## src/rtl/mtm_alu_sin_tx.sv

```systemverilog
// rtl/mtm_alu_sin_tx.sv - serial frame transmitter for the mtm_Alu sin line
module mtm_alu_sin_tx #(
    parameter int CLKS_PER_BIT = 1,
    parameter int GAP_BITS     = 0
) (
    input  logic        clk,
    input  logic        rst_n,
    input  logic        req_valid,
    output logic        req_ready,
    input  logic [31:0] req_a,
    input  logic [31:0] req_b,
    input  logic [2:0]  req_op,
    input  logic [3:0]  req_ndata,
    input  logic [3:0]  req_crc_xor,
    output logic        sin,
    output logic        busy,
    output logic        done
);

    localparam int CW = (CLKS_PER_BIT > 1) ? $clog2(CLKS_PER_BIT) : 1;
    localparam logic [CW-1:0] CNT_LAST = CW'(CLKS_PER_BIT - 1);
    localparam int GW = (GAP_BITS > 1) ? $clog2(GAP_BITS) : 1;
    localparam logic [GW-1:0] GAP_LAST = GW'((GAP_BITS > 0) ? GAP_BITS - 1 : 0);

    typedef enum logic [2:0] {
        S_IDLE,
        S_START,
        S_TYPE,
        S_DATA,
        S_STOP,
        S_GAP
    } state_t;

    state_t          r_state;
    logic [63:0]     r_payload;
    logic [2:0]      r_op;
    logic [3:0]      r_ndata;
    logic [3:0]      r_crc;
    logic [3:0]      r_pkt;
    logic [2:0]      r_bit;
    logic [GW-1:0]   r_gap;
    logic [CW-1:0]   r_cnt;
    logic            r_sin;
    logic            r_busy;
    logic            r_done;
    logic            r_ready;

    logic            w_last_pkt;
    logic [63:0]     w_shift;
    logic [7:0]      w_byte;
    logic            w_bit_end;
    logic [2:0]      w_next_bit;

    // Bit-serial CRC4 (x^4+x+1), init 0, MSB first.
    function automatic logic [3:0] crc4(input logic [67:0] msg);
        logic [3:0] c;
        logic       fb;
        c = 4'h0;
        for (int i = 67; i >= 0; i--) begin
            fb = c[3] ^ msg[i];
            c  = {c[2:0], 1'b0} ^ {2'b00, fb, fb};
        end
        return c;
    endfunction

    assign w_last_pkt = (r_pkt == r_ndata);
    assign w_shift    = r_payload << {r_pkt, 3'b000};
    assign w_byte     = w_last_pkt ? {1'b0, r_op, r_crc} : w_shift[63:56];
    assign w_bit_end  = (r_cnt == CNT_LAST);
    assign w_next_bit = r_bit - 3'd1;

    assign sin       = r_sin;
    assign busy      = r_busy;
    assign done      = r_done;
    assign req_ready = r_ready;

    always_ff @(posedge clk or negedge rst_n) begin
        if (!rst_n) begin
            r_state   <= S_IDLE;
            r_payload <= '0;
            r_op      <= '0;
            r_ndata   <= '0;
            r_crc     <= '0;
            r_pkt     <= '0;
            r_bit     <= '0;
            r_gap     <= '0;
            r_cnt     <= '0;
            r_sin     <= 1'b1;
            r_busy    <= 1'b0;
            r_done    <= 1'b0;
            r_ready   <= 1'b1;
        end else begin
            r_done <= 1'b0;
            if (r_state == S_IDLE) begin
                if (req_valid) begin
                    r_payload <= {req_b, req_a};
                    r_op      <= req_op;
                    r_ndata   <= (req_ndata > 4'd8) ? 4'd8 : req_ndata;
                    r_crc     <= crc4({req_b, req_a, 1'b1, req_op}) ^ req_crc_xor;
                    r_pkt     <= '0;
                    r_cnt     <= '0;
                    r_sin     <= 1'b0;
                    r_busy    <= 1'b1;
                    r_ready   <= 1'b0;
                    r_state   <= S_START;
                end
            end else if (!w_bit_end) begin
                r_cnt <= r_cnt + 1'b1;
            end else begin
                r_cnt <= '0;
                case (r_state)
                    S_START: begin
                        r_sin   <= w_last_pkt;
                        r_state <= S_TYPE;
                    end
                    S_TYPE: begin
                        r_bit   <= 3'd7;
                        r_sin   <= w_byte[7];
                        r_state <= S_DATA;
                    end
                    S_DATA: begin
                        if (r_bit == 3'd0) begin
                            r_sin   <= 1'b1;
                            r_state <= S_STOP;
                        end else begin
                            r_bit <= w_next_bit;
                            r_sin <= w_byte[w_next_bit];
                        end
                    end
                    S_STOP: begin
                        if (w_last_pkt) begin
                            r_sin   <= 1'b1;
                            r_busy  <= 1'b0;
                            r_ready <= 1'b1;
                            r_done  <= 1'b1;
                            r_state <= S_IDLE;
                        end else if (GAP_BITS > 0) begin
                            r_gap   <= '0;
                            r_sin   <= 1'b1;
                            r_state <= S_GAP;
                        end else begin
                            r_pkt   <= r_pkt + 4'd1;
                            r_sin   <= 1'b0;
                            r_state <= S_START;
                        end
                    end
                    S_GAP: begin
                        if (r_gap == GAP_LAST) begin
                            r_pkt   <= r_pkt + 4'd1;
                            r_sin   <= 1'b0;
                            r_state <= S_START;
                        end else begin
                            r_gap <= r_gap + 1'b1;
                        end
                    end
                    default: begin
                        r_sin   <= 1'b1;
                        r_busy  <= 1'b0;
                        r_ready <= 1'b1;
                        r_state <= S_IDLE;
                    end
                endcase
            end
        end
    end

endmodule

```

## config.mk

```make
export PLATFORM = sky130hd
export DESIGN_NAME = mtm_alu_sin_tx
export DESIGN_NICKNAME = d
export VERILOG_FILES = /design/src/rtl/mtm_alu_sin_tx.sv
export SDC_FILE = /design/constraint.sdc
export NUM_CORES = 1
export LEC_CHECK = 0
export BUFFER_PORTS_ARGS = -buffer_cell sky130_fd_sc_hd__buf_4
export CAP_MARGIN = 5
export CORE_UTILIZATION = 64
export CTS_BUF_LIST = sky130_fd_sc_hd__clkbuf_4 sky130_fd_sc_hd__clkbuf_8
export CTS_CLUSTER_DIAMETER = 100
export DETAILED_ROUTE_END_ITERATION = 10
export PLACE_DENSITY = 0.93
export SLEW_MARGIN = 10
export SYNTH_ARGS = -nofsm -noshare
export SYNTH_HDL_FRONTEND = slang
export SYNTH_SLANG_ARGS = --single-unit
```

## constraint.sdc

```tcl
create_clock -name clk -period 7.5 [get_ports clk]
set_clock_uncertainty 0.05 [all_clocks]
set_input_delay 0 -clock clk [delete_from_list [all_inputs] [get_ports clk]]
set_output_delay 0 -clock clk [all_outputs]
set_load 0.1 [all_outputs]
```

==> impl_metrics.toml <==
[placed_design]
post-place-ws_ns = 4.48
port_buffers = 81
dpl.hpwl_um = 10700
place.gp.congestion = 0.941

[sta]
maxSlewHeadroom_pct = 35.9
slew_viol_final = 0
tightestPinTransition_ns = 0.961
max_freq_mhz = 322
setup_viol = 0
setup_slack_ns = 4.39
hold_viol_final = 0
period_share_pct = 41.4
tns_ns = 0
fin_crit_ns = 3.11
rsz0062_at_grt = "no"

[power]
power_density_mw_per_mm2 = 391
leakage_nw = 3.49
peakVddDrop_uv = 586

[logic_synthesis]
synth.avg_cell_area_um2 = 9.79
netlist_instances = 552
synth_edf_count = 0
synth_area_mm2 = 0.00541
yosysSeqAreaShare_pct = 41.3
ys_warn_count = 0
synth_cell_type_count = 42
synth_flop_cell = "dfrtp_1"
syn_nets = 633
async_flop_share_pct = 100
ys_ff_latch = 89

[worst_setup_path]
critPathRequiredTime_ns = 7.73
critical_path_class = "flip-flop to flip-flop"
arrival_ns = 3.34
r2r_setup_slack_ns = 4.39
crit_path_end_kind = "flip-flop"
critPathLaunchType = "flip-flop"
path_max_fanout = 19

[floorplan]
io_pins = 82
core_region_area_mm2 = 0.00818
fp-row-count = 33
initial_core_util_pct = 66.1
die_h_um = 93.9
die_x_um = 93.9
dieArea_mm2 = 0.00882

[drt]
avgRoutedWirePerCell_um = 22.1
via_count = 4930
drc = 0
viasPerCell = 6.12
dr.pass1.iters = 6
routed_wl_um = 17800
drt_iter0_markers = 514
ant_nets = 0

[global_routing]
grt_usage_pct = 44.7
antenna_found_initial = 0
grt_max_degree = 74
grt_pass1_vias = 5273
grt_pass1_wl_um = 28000
grt-ovfl-total = 0

[run_status]
status = "finished, final reports clean"

[finish]
drive_above_1_share_pct = 18.6
final_nets = 776
area_growth_pct = 29.2
diodes = 0
utilization_pct = 85.4
final_common_cell = "nand2_1"
layout_common_cells = "nand2_1 (224), dfrtp_1 (87), buf_4 (85), dlygate4sd3_1 (73), xnor2_1 (54)"

[clock_tree]
cts_buffers = 9
cts_tree = "done"
cts_max_path_buffers = 2
cts.sinks = 89
cts_htree_levels = 3
clkTransAtPathRegs_ns = 0.11
clockRootBuffer = "clkbuf_8"
cts_resized = 0
clk-insertion-delay-late_ns = 0.38

[worst_hold_path]
hold_class = "input port to asynchronous set/reset pin"

[flow_run]
drv_cap = 0
## synthesized netlist by cell type (2+ instances only)
cell / count / share of area [%]
a21oi_1: 8 / 0.74
and3_1: 2 / 0.23
nand2b_1: 4 / 0.46
mux2i_1: 10 / 1.9
xor3_1: 3 / 1.3
xnor2_2: 2 / 0.60
xnor3_1: 19 / 7.9
buf_2: 2 / 0.19
xnor3_2: 2 / 0.88
nand3b_1: 3 / 0.42
a22oi_1: 4 / 0.56
ha_1: 3 / 0.69
nor3_1: 4 / 0.37
inv_1: 7 / 0.49
o21ai_0: 8 / 0.74
or3_1: 4 / 0.46
nor4_1: 2 / 0.23
clkbuf_1: 23 / 1.6
nand2_1: 224 / 16
xnor2_1: 54 / 8.7
dfstp_2: 2 / 0.97
nand3_1: 5 / 0.46
a211oi_1: 3 / 0.42
dfrtp_1: 87 / 40
xor2_1: 17 / 2.8
mux2_2: 3 / 0.62
nor2_1: 14 / 0.97
nor2b_1: 5 / 0.58
mux4_2: 15 / 6.2
## path summary, 6_finish.rpt
| kind | start | end | cells past startpoint |
|---|---|---|---|
| worst max-delay path | r_pkt[0] | sin | 7 |
| min in group clk | req_valid | r_state[0] | 5 |
| worst min register to register | r_payload[35] | r_payload[35] | 2 |
| worst max register to register | r_pkt[0] | sin | 7 |
| max in group asynchronous | rst_n | r_crc[0] | 3 |
| worst min-delay path | rst_n | r_payload[34] | 2 |
## cells by family (layout without fill, tap and decap cells)
family	count (synthesis)	count (layout)	share of synthesized area, %
adders and majority gates	3	3	0.695
DFF	89	89	41.3
AOI/OAI and AO/OA	29	29	3.36
muxes	28	28	8.73
buffers and inverters	33	181	2.34
and+or+nand+nor	270	270	20.2
xor gates and xnor gates	100	100	23.5
## metal layers
metal / vias up / GRT usage (%) / wire (µm)
li1: 2083 / - / -
met1: 2369 / 48.6 / 5740
met2: 380 / 75.4 / 8770
met3: 98 / 13.3 / 1910
met4: 0 / 29.4 / 1400
met5: - / 0 / 0
## report_power, final
part / switching (mW) / total, mW / internal [mW]
Clock: 0.182 / 0.317 / 0.135
Sequential: 0.263 / 0.961 / 0.697
Combinational: 0.670 / 1.45 / 0.783
## through the flow
stage          std cells  cell area, µm²  power [mW]  hold WS, ns
6_report             805            6980        2.73       0.0176
5_1_grt              805            6980        2.86       0.0562
4_1_cts              805            6980        2.61       0.0485
3_5_place_dp         716            6080        2.27      -0.0985
3_3_place_gp         716            6080        2.21      -0.0991
2_1_floorplan        552            5410        1.94       -0.346
## state kept, by name (all words and copies together), names as in the netlist, 3 cells and up
name,cells
r_crc,4
r_op,3
r_state,3
r_pkt,4
r_ndata,4
r_bit,3
r_payload,64
## critical path, cell delays in order, from the launching register on
cell and delay [ns]:
dfrtp_1 0.94, mux4_2 0.65, mux2_2 0.29, a211oi_1 0.20, nor4_1 0.08, a221oi_1 0.23
nor3_1 0.07, or4_1 0.52
## timing repair
action | 4_1_cts | 5_1_grt
setup buffers | 0 | 0
hold buffers | 73 | 0
endpoints found under the hold margin | 101 | 0
## layout make-up
cell class	count	area [µm²]
multi-input combinational	430	3060
sequential	89	2230
timing repair buffer	158	1370
fill	397	1190
clock buffer	12	153
tap	105	131
inverter	7	26.3
clock inverter	4	20.0
Power figures use the tool's default switching activity.
